`src/rtl/note_voice_allocator_if.sv`:
```
// note_voice_allocator_if
//   Bundles the command handshake from the MIDI decoder and the voice table
//   that feeds the stepper-motor tone generators.
//   cmd_valid    : upstream has a message on cmd_data
//   cmd_ready    : allocator can take a message this cycle
//   cmd_data     : [23:16] status, [15:8] pitch, [7:0] velocity
//   voice_active : one bit per voice, set while the voice sounds
//   voice_note   : voice i pitch at [8i+7:8i]
//   voice_vel    : voice i velocity at [8i+7:8i]
//   steal_pulse  : one-cycle pulse when a sounding voice was overwritten
// master = message source / voice consumer, slave = the allocator.
interface note_voice_allocator_if #(
    parameter int NUM_VOICES = 4
);
    logic                    cmd_valid;
    logic                    cmd_ready;
    logic [23:0]             cmd_data;
    logic [NUM_VOICES-1:0]   voice_active;
    logic [8*NUM_VOICES-1:0] voice_note;
    logic [8*NUM_VOICES-1:0] voice_vel;
    logic                    steal_pulse;

    modport master (
        output cmd_valid,
        output cmd_data,
        input  cmd_ready,
        input  voice_active,
        input  voice_note,
        input  voice_vel,
        input  steal_pulse
    );

    modport slave (
        input  cmd_valid,
        input  cmd_data,
        output cmd_ready,
        output voice_active,
        output voice_note,
        output voice_vel,
        output steal_pulse
    );
endinterface

```
`src/rtl/note_voice_allocator.sv`:
```
// note_voice_allocator
//   Sequential voice allocator. A Note On goes to the voice already playing
//   that pitch, else the lowest free voice, else the oldest sounding voice
//   (a steal). A Note Off releases every voice playing that pitch. Each
//   accepted note message walks the voice table one entry per cycle (SCAN)
//   and then commits a single table update (APPLY), so latency is fixed.
// Ports:
//   clk   : system clock, rising edge
//   reset : synchronous, active-high; clears the table and abandons any
//           message in flight
//   bus   : slave side of note_voice_allocator_if (handshake + voice table)
module note_voice_allocator #(
    parameter int NUM_VOICES = 4
) (
    input  logic                  clk,
    input  logic                  reset,
    note_voice_allocator_if.slave bus
);
    localparam int            IW       = (NUM_VOICES > 1) ? $clog2(NUM_VOICES) : 1;
    localparam logic [IW-1:0] LAST_IDX = IW'(NUM_VOICES - 1);

    typedef enum logic [1:0] {
        S_IDLE  = 2'd0,
        S_SCAN  = 2'd1,
        S_APPLY = 2'd2
    } state_t;

    // Age counters stick at 255 so a long-held voice stays "oldest".
    function automatic logic [7:0] sat_inc(input logic [7:0] a);
        return (a == 8'hFF) ? a : a + 8'd1;
    endfunction

    state_t                r_state;
    logic                  r_ready;
    logic                  r_steal;
    logic [IW-1:0]         r_idx;

    // Latched message
    logic                  r_is_on;
    logic [7:0]            r_pitch;
    logic [7:0]            r_vel_in;

    // Scan results
    logic                  r_match_found;
    logic [IW-1:0]         r_match_idx;
    logic                  r_free_found;
    logic [IW-1:0]         r_free_idx;
    logic                  r_old_found;
    logic [IW-1:0]         r_old_idx;
    logic [7:0]            r_old_age;
    logic [NUM_VOICES-1:0] r_offmask;

    // Voice table
    logic [NUM_VOICES-1:0] r_active;
    logic [7:0]            r_note [NUM_VOICES];
    logic [7:0]            r_vel  [NUM_VOICES];
    logic [7:0]            r_age  [NUM_VOICES];

    logic                  w_xfer;
    logic                  w_is_on;
    logic                  w_is_off;
    logic                  w_cur_active;
    logic                  w_cur_hit;
    logic                  w_cur_older;
    logic [IW-1:0]         w_target;
    logic                  w_steal;
    logic [8*NUM_VOICES-1:0] w_note_bus;
    logic [8*NUM_VOICES-1:0] w_vel_bus;
    logic                  w_unused_chan;

    // The MIDI channel nibble plays no part in allocation.
    assign w_unused_chan = ^bus.cmd_data[19:16];

    assign w_xfer   = bus.cmd_valid && r_ready;
    assign w_is_on  = (bus.cmd_data[23:20] == 4'h9) && (bus.cmd_data[7:0] != 8'h00);
    assign w_is_off = ((bus.cmd_data[23:20] == 4'h9) && (bus.cmd_data[7:0] == 8'h00)) ||
                      (bus.cmd_data[23:20] == 4'h8);

    // Voice currently under examination during SCAN.
    assign w_cur_active = r_active[r_idx];
    assign w_cur_hit    = w_cur_active && (r_note[r_idx] == r_pitch);
    // Strictly greater keeps the lowest index on an age tie.
    assign w_cur_older  = w_cur_active && (!r_old_found || (r_age[r_idx] > r_old_age));

    always_comb begin
        w_target = r_old_idx;
        w_steal  = 1'b0;
        if (r_match_found) begin
            w_target = r_match_idx;
        end else if (r_free_found) begin
            w_target = r_free_idx;
        end else begin
            w_steal  = 1'b1;
        end
    end

    always_ff @(posedge clk) begin
        if (reset) begin
            r_state  <= S_IDLE;
            r_ready  <= 1'b0;
            r_steal  <= 1'b0;
            r_idx    <= '0;
            r_active <= '0;
            for (int i = 0; i < NUM_VOICES; i++) begin
                r_note[i] <= 8'h00;
                r_vel[i]  <= 8'h00;
                r_age[i]  <= 8'h00;
            end
        end else begin
            r_steal <= 1'b0;
            case (r_state)
                S_IDLE: begin
                    r_ready <= 1'b1;
                    // Non-note messages are consumed here and leave ready high.
                    if (w_xfer && (w_is_on || w_is_off)) begin
                        r_ready       <= 1'b0;
                        r_state       <= S_SCAN;
                        r_idx         <= '0;
                        r_is_on       <= w_is_on;
                        r_pitch       <= bus.cmd_data[15:8];
                        r_vel_in      <= bus.cmd_data[7:0];
                        r_match_found <= 1'b0;
                        r_match_idx   <= '0;
                        r_free_found  <= 1'b0;
                        r_free_idx    <= '0;
                        r_old_found   <= 1'b0;
                        r_old_idx     <= '0;
                        r_old_age     <= 8'h00;
                        r_offmask     <= '0;
                    end
                end

                S_SCAN: begin
                    if (w_cur_hit && !r_match_found) begin
                        r_match_found <= 1'b1;
                        r_match_idx   <= r_idx;
                    end
                    if (!w_cur_active && !r_free_found) begin
                        r_free_found <= 1'b1;
                        r_free_idx   <= r_idx;
                    end
                    if (w_cur_older) begin
                        r_old_found <= 1'b1;
                        r_old_idx   <= r_idx;
                        r_old_age   <= r_age[r_idx];
                    end
                    r_offmask[r_idx] <= w_cur_hit;
                    if (r_idx == LAST_IDX) begin
                        r_state <= S_APPLY;
                    end else begin
                        r_idx <= r_idx + 1'b1;
                    end
                end

                S_APPLY: begin
                    if (r_is_on) begin
                        for (int i = 0; i < NUM_VOICES; i++) begin
                            if (IW'(i) == w_target) begin
                                r_active[i] <= 1'b1;
                                r_note[i]   <= r_pitch;
                                r_vel[i]    <= r_vel_in;
                                r_age[i]    <= 8'h00;
                            end else if (r_active[i]) begin
                                r_age[i] <= sat_inc(r_age[i]);
                            end
                        end
                        r_steal <= w_steal;
                    end else begin
                        for (int i = 0; i < NUM_VOICES; i++) begin
                            if (r_offmask[i]) begin
                                r_active[i] <= 1'b0;
                                r_note[i]   <= 8'h00;
                                r_vel[i]    <= 8'h00;
                                r_age[i]    <= 8'h00;
                            end
                        end
                    end
                    r_ready <= 1'b1;
                    r_state <= S_IDLE;
                end

                default: begin
                    r_ready <= 1'b1;
                    r_state <= S_IDLE;
                end
            endcase
        end
    end

    always_comb begin
        w_note_bus = '0;
        w_vel_bus  = '0;
        for (int i = 0; i < NUM_VOICES; i++) begin
            w_note_bus[8*i +: 8] = r_note[i];
            w_vel_bus[8*i +: 8]  = r_vel[i];
        end
    end

    assign bus.cmd_ready    = r_ready;
    assign bus.voice_active = r_active;
    assign bus.voice_note   = w_note_bus;
    assign bus.voice_vel    = w_vel_bus;
    assign bus.steal_pulse  = r_steal;
endmodule

```
`src/flat_wrapper.sv`:
```
// flat-port wrapper written by rule: the top's interface ports become plain ports
module note_voice_allocator_flat 
#(
    parameter int NUM_VOICES = 4
)
  (clk, reset, bus_cmd_valid, bus_cmd_data, bus_cmd_ready, bus_voice_active, bus_voice_note, bus_voice_vel, bus_steal_pulse);
  note_voice_allocator_if #(.NUM_VOICES(NUM_VOICES)) bus_i ();
  input  logic clk;
  input  logic reset;
  input wire logic [$bits(bus_i.cmd_valid)-1:0] bus_cmd_valid;
  input wire logic [$bits(bus_i.cmd_data)-1:0] bus_cmd_data;
  output wire logic [$bits(bus_i.cmd_ready)-1:0] bus_cmd_ready;
  output wire logic [$bits(bus_i.voice_active)-1:0] bus_voice_active;
  output wire logic [$bits(bus_i.voice_note)-1:0] bus_voice_note;
  output wire logic [$bits(bus_i.voice_vel)-1:0] bus_voice_vel;
  output wire logic [$bits(bus_i.steal_pulse)-1:0] bus_steal_pulse;
  assign bus_i.cmd_valid = bus_cmd_valid;
  assign bus_i.cmd_data = bus_cmd_data;
  assign bus_cmd_ready = bus_i.cmd_ready;
  assign bus_voice_active = bus_i.voice_active;
  assign bus_voice_note = bus_i.voice_note;
  assign bus_voice_vel = bus_i.voice_vel;
  assign bus_steal_pulse = bus_i.steal_pulse;
  note_voice_allocator #(.NUM_VOICES(NUM_VOICES)) u_core (.clk(clk), .reset(reset), .bus(bus_i));
endmodule
```
`config.mk`:
```
export PLATFORM = sky130hd
export DESIGN_NAME = note_voice_allocator_flat
export DESIGN_NICKNAME = d
export VERILOG_FILES = /design/src/rtl/note_voice_allocator_if.sv /design/src/rtl/note_voice_allocator.sv /design/src/flat_wrapper.sv
export SDC_FILE = /design/constraint.sdc
export NUM_CORES = 1
export LEC_CHECK = 0
export CAP_MARGIN = 10
export CORE_MARGIN = 10
export CORE_UTILIZATION = 40
export DETAILED_ROUTE_END_ITERATION = 12
export PLACE_DENSITY = 0.61
export SYNTH_ARGS = -nofsm -noshare
export SYNTH_HDL_FRONTEND = slang
export SYNTH_SLANG_ARGS = --single-unit
export TNS_END_PERCENT = 30
```
`constraint.sdc`:
```
create_clock -name clk -period 3.7 [get_ports clk]
set_input_delay 0.74 -clock clk [delete_from_list [all_inputs] [get_ports clk]]
set_output_delay 0.74 -clock clk [all_outputs]
set_load 0.02 [all_outputs]
```
== Word-level counts from Yosys, hierarchy flattened ==
Memories as Yosys holds them, arrays and structs flattened. A register that Yosys moved wholly into a read port is not among the register bits.
Cells that the tools add are included.
Operators by class
  $add $sub $neg: 5
  order comparisons: 3
  eq/ne operators: 23
  muxes and demuxes: 145
  bitwise logic cells: 31
  reduce and logical (&&, ||, !) cells: 37
Operators with widths (number)
  2-to-1 mux 8 bit: 34
  2-to-1 mux 1 bit: 82
  adder 8 x 1 -> 8 bit (second input constant): 4
  equality test 8 bit (second input constant): 4
  OR 1 bit: 28
  2-to-1 mux 2 bit: 13
  AND reduction 3 bit: 7
  case mux 2 bit (2 select lines): 5
  case mux 8 bit (2 select lines): 1
  AND reduction 4 bit: 3
  inequality test 2 x 1 -> 1 bit (second input constant): 5
  inequality test 2 bit (second input constant): 5
  nonzero test 2 bit: 5
  logical AND 1 bit: 9
  equality test 4 bit (second input constant): 2
  equality test 8 bit: 1
  greater-than comparator 8 bit: 1
  logical NOT 8 bit: 1
  2-to-1 mux 4 bit: 2
  case mux 1 bit (2 select lines): 4
  case mux 4 bit (2 select lines): 1
  nonzero test 8 bit: 1
  bitwise mux 4 bit: 1
  equality test 2 bit (first input constant): 2
  14 further kinds: 23
Word-level totals
  bits in registers: 48
  RAM bits: 96
  bits of input ports: 27
  output and inout bits: 70
  logic and storage cells: 266
  memories kept: 3
Memory list
  u_core.r_age: depth 4, bits a word 8, read ports 5, clocked after Yosys merged registers in 1, wr ports 4, line note_voice_allocator.sv:57  | logic [7:0] r_age [NUM_VOICES];
  u_core.r_note: depth 4, bits a word 8, read ports 5, clocked after Yosys merged registers in 1, wr ports 4, line note_voice_allocator.sv:55  | logic [7:0] r_note [NUM_VOICES];
  u_core.r_vel: depth 4, bits a word 8, read ports 4, clocked after Yosys merged registers in 0, wr ports 4, line note_voice_allocator.sv:56  | logic [7:0] r_vel [NUM_VOICES];

== Depth between registers and ports, before layout ==
Gate-level depths: netlist of run 1.
  depth in word-level cells: 11
  gate-level depth with buffers: 12
  gate-level depth less buffers: 9

== Worst setup path after synthesis of run 1 ==
Ideal clock, no wire load.
  path kind: input -> register
  start: in bus_cmd_data[21]
  end: reg u_core.r_old_age[0] (enable)
  library setup time: 394 ps
  arrival: 2958 ps
  data required time: 3306 ps
  slack: 348 ps
  stages: 5
  buffers on the path: 0
  cell sequence: nor3b_1 -> nand4b_1 -> nor3_1 -> a31oi_1 -> o21ai_0
Between the ends
  longest elaborated chain between the ends: 7
  elaborated cells between the ends (all ways): 9
  those cells by class: eq/ne (3); reduce/logical (6)
Ends and longest elaborated chain
  from (decl): line flat_wrapper.sv:11  | input wire logic [$bits(bus_i.cmd_data)-1:0] bus_cmd_data;
  equality test 4 bit: line note_voice_allocator.sv:75, note_voice_allocator.sv:76
  logical AND 1 bit: line note_voice_allocator.sv:76  | assign w_is_off = ((bus.cmd_data[23:20] == 4'h9) && (bus.cmd_data[7:0] == 8'h00)) ||
  logical OR 1 bit: line note_voice_allocator.sv:76
  logical OR 1 bit (*): line note_voice_allocator.sv:115  | if (w_xfer && (w_is_on || w_is_off)) begin
  logical AND 1 bit (*): line note_voice_allocator.sv:115
  inequality test 2 x 1 -> 1 bit (no line) (*)
  AND reduction 4 bit (no line) (*)
  to (signal assigned): line note_voice_allocator.sv:145  | r_old_age <= r_age[r_idx];
  to (decl): line note_voice_allocator.sv:50  | logic [7:0] r_old_age;
Every way passes the cells marked *; elsewhere a longest branch is shown, timed or not.
A chain may end at the register's enable or synchronous reset.

==> flow_summary_export.csv, run 1 <==
group,metric,value,unit
synth,syn-instance-count,599,
floorplanning,num_rows,47,
critical_path,crit_family,"flip-flops",
drt,wire_per_inst,20.02,um
drt,drt_iter0_markers,422,
sta,worst_pin_slew,1.024,ns
synth,yosysSeqAreaShare,56.31,%
floorplanning,die_w,149.6,um
grt,antenna_found_initial,1,
final_layout,final_common_cell,"clkdlybuf4s50_1",
clock_network,h-tree-depth,4,
synth,synth_edf_count,86,
drt,dr_total_vias,5137,
flow_run,max_cap_viol_count,0,
grt,grt_max_degree,24,
critical_path,critPathMaxFanout,14,
synth,async_reset_ff_share,0,%
synth,synth_area,6719,um^2
critical_path,cpPeakStageDelay,0.67,ns
clock_network,cts_buffers,17,
power,leakagePower,3.058,nW
placement,gp_congestion,0.8572,
drt,ant_nets,0,
final_layout,num-fill-cells,1466,
clock_network,cts_resized,0,
grt,grt_overflow,0,
clock_network,cts_buffer_depth,2,
power,p_int,2.693,mW
power,pwr-share-seq,49.6,%
critical_path,cp_num_buf_inv,1,
power,p_per_area,417.2,nW/um^2
grt,first_global_vias,5128,
sta,report.final.slew_viol_count,0,
sta,slew_headroom,31.69,%
power,p_sw,0.8522,mW
final_layout,syn_to_final_growth,26.48,%
power,clkPwrFrac,46.1,%
critical_path,crit_type,"flip-flop to flip-flop",
critical_path,slowest_stage,"dfxtp_1",
synth,syn_nets,642,
sta,whs,0.4591,ns
power,p_comb_share,4.2,%
final_layout,layout_common_cells,"clkdlybuf4s50_1 (92), edfxtp_1 (86), nor2_1 (61)",
clock_network,hold_buffers,0,
status,status,"finished clean",
drt,first_pass_iters,5,
placement,place_ws,0.5907,ns
clock_network,root_buffer,"clkbuf_16",
sta,fmax,337.8,MHz
critical_path,critPathLaunchType,"flip-flop",
placement,hpwl,13190,um
power,peakVddDrop,314.8,uV
clock_network,clkTransAtPathRegs,0.07,ns
placement,io_buffers,92,
worst_hold_path,min_path_type,"flip-flop to flip-flop",
clock_network,worstSkewPairLatency,0.42,ns
sta,setup_violations,0,
final_layout,drive_above_1_share,10.69,%
critical_path,crit_arrival,3.06,ns
critical_path,worstPathCellList,"buf_4 > mux4_2 > xnor2_1 > nand4_1 > nand4bb_1 > o21bai_1",
clock_network,post_cts_buffers,0,
floorplanning,start_util,40.66,%
grt,gr-usage-all-layers,16.93,%
synth,synth_flop_cell,"edfxtp_1",
sta,hold_violations,0,
drt,viasPerCell,5.512,
floorplanning,dieArea,22380,um^2
synth,yosysWarnings,0,
power,sw_frac_of_total,24.04,%
synth,avgSynthCellArea,11.22,um^2
drt,drc_errors,0,
sta,setup_slack,0.7400,ns
synth,ys_types,60,
critical_path,crit_required,3.80,ns
clock_network,cts_tree,"built",
clock_network,cts.sinks,146,
floorplanning,die_height,149.6,um
floorplanning,core,16520,um^2
sta,rsz0062_at_grt,"no",
drt,routed_wl,18660,um
final_layout,nets,741,
synth,ys_ff_latch,146,
sta,fin_tns_setup,0,ns
floorplanning,pin_count,97,
grt,grt_pass1_wl,29340,um
sta,finalCritPeriodShare,80.00,%
sta,finClkSkew,0.008400,ns
sta,period_needed,2.960,ns
critical_path,endpoint_kind,"flip-flop",
[power groups by stage]
stage	combinational [mW]	sequential, mW	clock [mW]
final	0.150	1.76	1.64
after global routing	0.161	1.76	1.74
after CTS	0.151	1.76	1.67
after detailed placement	0.150	1.79	0
after global placement	0.148	1.79	0
after floorplan	0.0578	1.80	0
[worst reg2reg max path, delay by kind of cell (launching register included)]
kind / cells / cell delay (ns)
AOI/OAI and AO/OA: 1 / 0.29
buffers and inverters: 1 / 0.38
muxes: 1 / 0.55
xor gates and xnor gates: 1 / 0.17
and+or+nand+nor: 2 / 0.57
DFF: 1 / 0.67
[metrics by stage]
stage               total power [mW]  utilization [%]  cells  area (um^2)
floorplan                      1.860                -    599         6719
global placement               1.942            47.95    899         7924
detailed placement             1.944            47.95    899         7924
CTS                            3.576            51.41    931         8496
global route                   3.667            51.41    931         8496
finish                         3.545            51.43    932         8498
[sequential cells by signal, summed over array words and instances (netlist names), 4 cells and up, named ones only]
register,count
u_core.r_age,32
u_core.r_note,32
u_core.r_vel,32
u_core.r_old_age,8
u_core.r_pitch,8
u_core.r_vel_in,8
u_core.bus.voice_active,4
u_core.r_offmask,4
[final timing paths]
check                                   from                               to  slack [ns]  cells past startpoint
min          u_core.r_vel[0][4]$_SDFFE_PP0P_  u_core.r_vel[0][4]$_SDFFE_PP0P_        0.46                      2
max                                flip-flop  u_core.r_match_idx[1]$_DFFE_PP_        0.74                      6
max reg2reg                        flip-flop  u_core.r_match_idx[1]$_DFFE_PP_        0.74                      6
min reg2reg  u_core.r_vel[0][4]$_SDFFE_PP0P_  u_core.r_vel[0][4]$_SDFFE_PP0P_        0.46                      2
[layout make-up]
cell class              instances  area (um^2)  share of cell area, %
well taps                     220        275.3                  3.239
inverters                      15        56.30                 0.6625
multi-input cells             408         2753                  32.39
repair buffers                110         1056                  12.43
clock inverters                15        146.4                  1.723
clock buffers                  17        425.4                  5.006
flip-flops and latches        146         3784                  44.52
diodes                          1        2.502                0.02945
[cell usage after synthesis (7+ instances only)]
cell type,instances,area share (%)
nor2_1,61,3.4
clkbuf_1,17,0.95
nor3_1,15,1.1
and3_1,23,2.1
nand3_1,33,2.5
inv_1,15,0.84
nand2_1,42,2.3
a21oi_1,36,2.7
mux4_2,11,3.7
and2_1,27,2.5
xnor2_1,8,1.0
buf_2,9,0.67
dfxtp_1,60,18
ha_1,16,3.0
mux2i_1,17,2.5
edfxtp_1,86,38
o21ai_0,7,0.52
a22oi_1,18,2.0
xor2_1,12,1.6
[cells by family (layout without fill, tap and decap cells)]
group                      Yosys count  after routing  synth area share, %
and+or+nand+nor                    239            239                18.01
buffers and inverters               45            157                2.905
other                                0              1                    0
AOI/OAI and AO/OA                  104            104                10.80
DFF                                146            146                56.31
adders and majority gates           16             16                2.979
xor gates and xnor gates            20             20                2.607
muxes                               29             29                6.387
[layer usage]
layer | wire length [um] | up-vias | global-route usage (%)
met4 | 208 | 0 | 5.594
met1 | 8345 | 2547 | 21.77
li1 | - | 2408 | -
met3 | 1315 | 21 | 5.254
met2 | 8787 | 161 | 26.51
met5 | 0 | - | 0
Power figures use the tool's default switching activity.
==> run 2, diff against run 1 <==
PLACE_DENSITY = 0.63   (was 0.61)
clock period = 2.7 ns   (was 3.7 ns; I/O delays follow)
==> run 2 against run 1 <==
  * Clock power is 38% higher
  * Sequential share of layout area is 0.65 points lower
  * Wire length is 0.56% higher
  * Critical path type unchanged
  * Critical endpoint is now u_core.r_old_age[7]$_SDFFCE_PN0P_
  * Largest cell class unchanged
==> flow_summary_export.csv, run 2 (synthesized netlist as in run 1, its figures left out) <==
group,metric,value,unit
final_layout,drive_above_1_share,12.71,%
grt,grt_overflow,0,
placement,io_buffers,92,
final_layout,multiInputGateArea,2770,um^2
grt,antenna_found_initial,0,
final_layout,final_cells,944,
sta,worst_pin_slew,0.5231,ns
drt,viasPerCell,5.521,
critical_path,crit_arrival,2.75,ns
sta,hold_violations,0,
drt,drc_errors,0,
clock_network,root_buffer,"clkbuf_16",
flow_run,max_cap_viol_count,0,
sta,slew_headroom,65.04,%
sta,setup_violations,0,
power,p_per_area,566.7,nW/um^2
worst_hold_path,min_path_type,"flip-flop to flip-flop",
critical_path,worst-r2r-cell-count,9,
placement,gp_congestion,0.8963,
drt,routed_wl,18760,um
clock_network,cts.sinks,146,
drt,highest_layer,"met4",
drt,drt-met1-wl,8268,um
floorplanning,die_w,149.6,um
status,status,"finished clean",
clock_network,h-tree-depth,4,
drt,routed-wl-met2,8732,um
sta,finalCritPeriodShare,94.36,%
drt,wl_met3,1544,um
power,leakagePower,3.127,nW
final_layout,num-fill-cells,1394,
placement,hpwl,13520,um
critical_path,critPathLaunchType,"flip-flop",
drt,wire_per_inst,19.87,um
floorplanning,pin_count,97,
grt,first_global_vias,5176,
sta,period_needed,2.548,ns
grt,gr-usage-all-layers,16.94,%
sta,finClkSkew,0.007865,ns
clock_network,cts_tree,"built",
final_layout,syn_to_final_growth,28.40,%
power,total_power,4.889,mW
grt,grt_max_degree,20,
clock_network,hold_buffers,0,
critical_path,critPathMaxFanout,11,
floorplanning,dieArea,22380,um^2
sta,rsz0062_at_grt,"no",
floorplanning,die_height,149.6,um
final_layout,diodes,0,
drt,ant_nets,0,
clock_network,clkTransAtPathRegs,0.06,ns
floorplanning,start_util,40.66,%
final_layout,final_area,8627,um^2
drt,dr_total_vias,5212,
worst_hold_path,min_to,"u_core.r_vel[0][2]$_SDFFE_PP0P_",
critical_path,crit_type,"flip-flop to flip-flop",
floorplanning,core,16520,um^2
floorplanning,num_rows,47,
worst_hold_path,worstHoldPathCells,2,
critical_path,reg2reg_to,"u_core.r_old_age[7]$_SDFFCE_PN0P_",
final_layout,layout_common_cells,"clkdlybuf4s50_1 (92), edfxtp_1 (86), nor2_1 (61)",
final_layout,seqCellArea,3785,um^2
drt,first_pass_iters,5,
critical_path,crit_required,2.90,ns
worst_hold_path,hold_start,"u_core.r_vel[0][2]$_SDFFE_PP0P_",
power,peakVddDrop,479.7,uV
placement,dp.cells,911,
critical_path,endpoint_kind,"flip-flop",
grt,grt_pass1_wl,29310,um
final_layout,reg.largest.list,"u_core.r_age: 32 flops, u_core.r_note: 32 flops, u_core.r_vel: 32 flops",
sta,report.final.slew_viol_count,0,
clock_network,cts_buffer_depth,2,
final_layout,nets,754,
clock_network,cts_buffers,17,
final_layout,final_common_cell,"clkdlybuf4s50_1",
placement,placed_cell_area,8038,um^2
clock_network,worstSkewPairLatency,0.43,ns
critical_path,r2r_slack,0.15,ns
drt,drt_iter0_markers,400,
sta,fmax,392.5,MHz
-- run 2: worst max-delay path by stage --
stage,slack [ns],endpoint,from,depth (start not counted)
floorplan,0.04,u_core.r_old_age[0]$_SDFFCE_PN0P_,flip-flop,11
global placement,0.06,u_core.r_old_age[5]$_SDFFCE_PN0P_,bus_cmd_data[23],7
detailed placement,-0.05,u_core.r_old_age[7]$_SDFFCE_PN0P_,bus_cmd_data[23],7
CTS,0.08,u_core.r_old_age[2]$_SDFFCE_PN0P_,flip-flop,8
global route,0.06,u_core.r_old_age[7]$_SDFFCE_PN0P_,flip-flop,9
finish,0.15,u_core.r_old_age[7]$_SDFFCE_PN0P_,flip-flop,9
-- run 2: repair_timing --
item / in CTS / in global routing
setup endpoints to repair: 0 / 17
gates resized for setup: 0 / 2
buffers inserted: 0 / 1
-- run 2: metal layers --
layer  vias to the layer above  global-route usage (%)
met4                         0                   5.643
met5                         -                       0
met1                      2551                   21.65
met2                       207                   26.00
met3                        17                   6.190
li1                       2437                       -
-- run 2: area by class of cell --
type	count	area share, %
well taps	220	3.191
clock buffers	18	4.975
clock inverters	14	1.537
repair buffers	123	13.66
flip-flops and latches	146	43.87
inverters	15	0.6526
multi-input cells	408	32.11
-- run 2: through the flow --
step	setup slack (ns)	util, %	hold WS (ns)	setup TNS (ns)
3_5_place_dp	-0.05309	48.64	0.4474	-0.5781
5_1_grt	0.06300	52.21	0.4913	0
2_1_floorplan	0.04081	-	0.4756	0
6_report	0.1523	52.21	0.4609	0
4_1_cts	0.07808	52.04	0.4599	0
3_3_place_gp	0.05727	48.64	0.4453	0
-- run 2: critical path, cell delays in order, from the launching register on --
cell,delay (ns)
dfxtp_2,0.38
buf_12,0.14
mux4_2,0.52
ha_1,0.32
a21o_1,0.19
a21o_1,0.17
a21oi_1,0.15
o21a_1,0.20
o21ai_4,0.08
buf_12,0.16
-- run 2: power by group --
part	internal (mW)	switching, mW	total, mW
Sequential	2.38	0.0303	2.41
Clock	1.28	0.988	2.27
Combinational	0.0983	0.114	0.212
Total	3.76	1.13	4.89
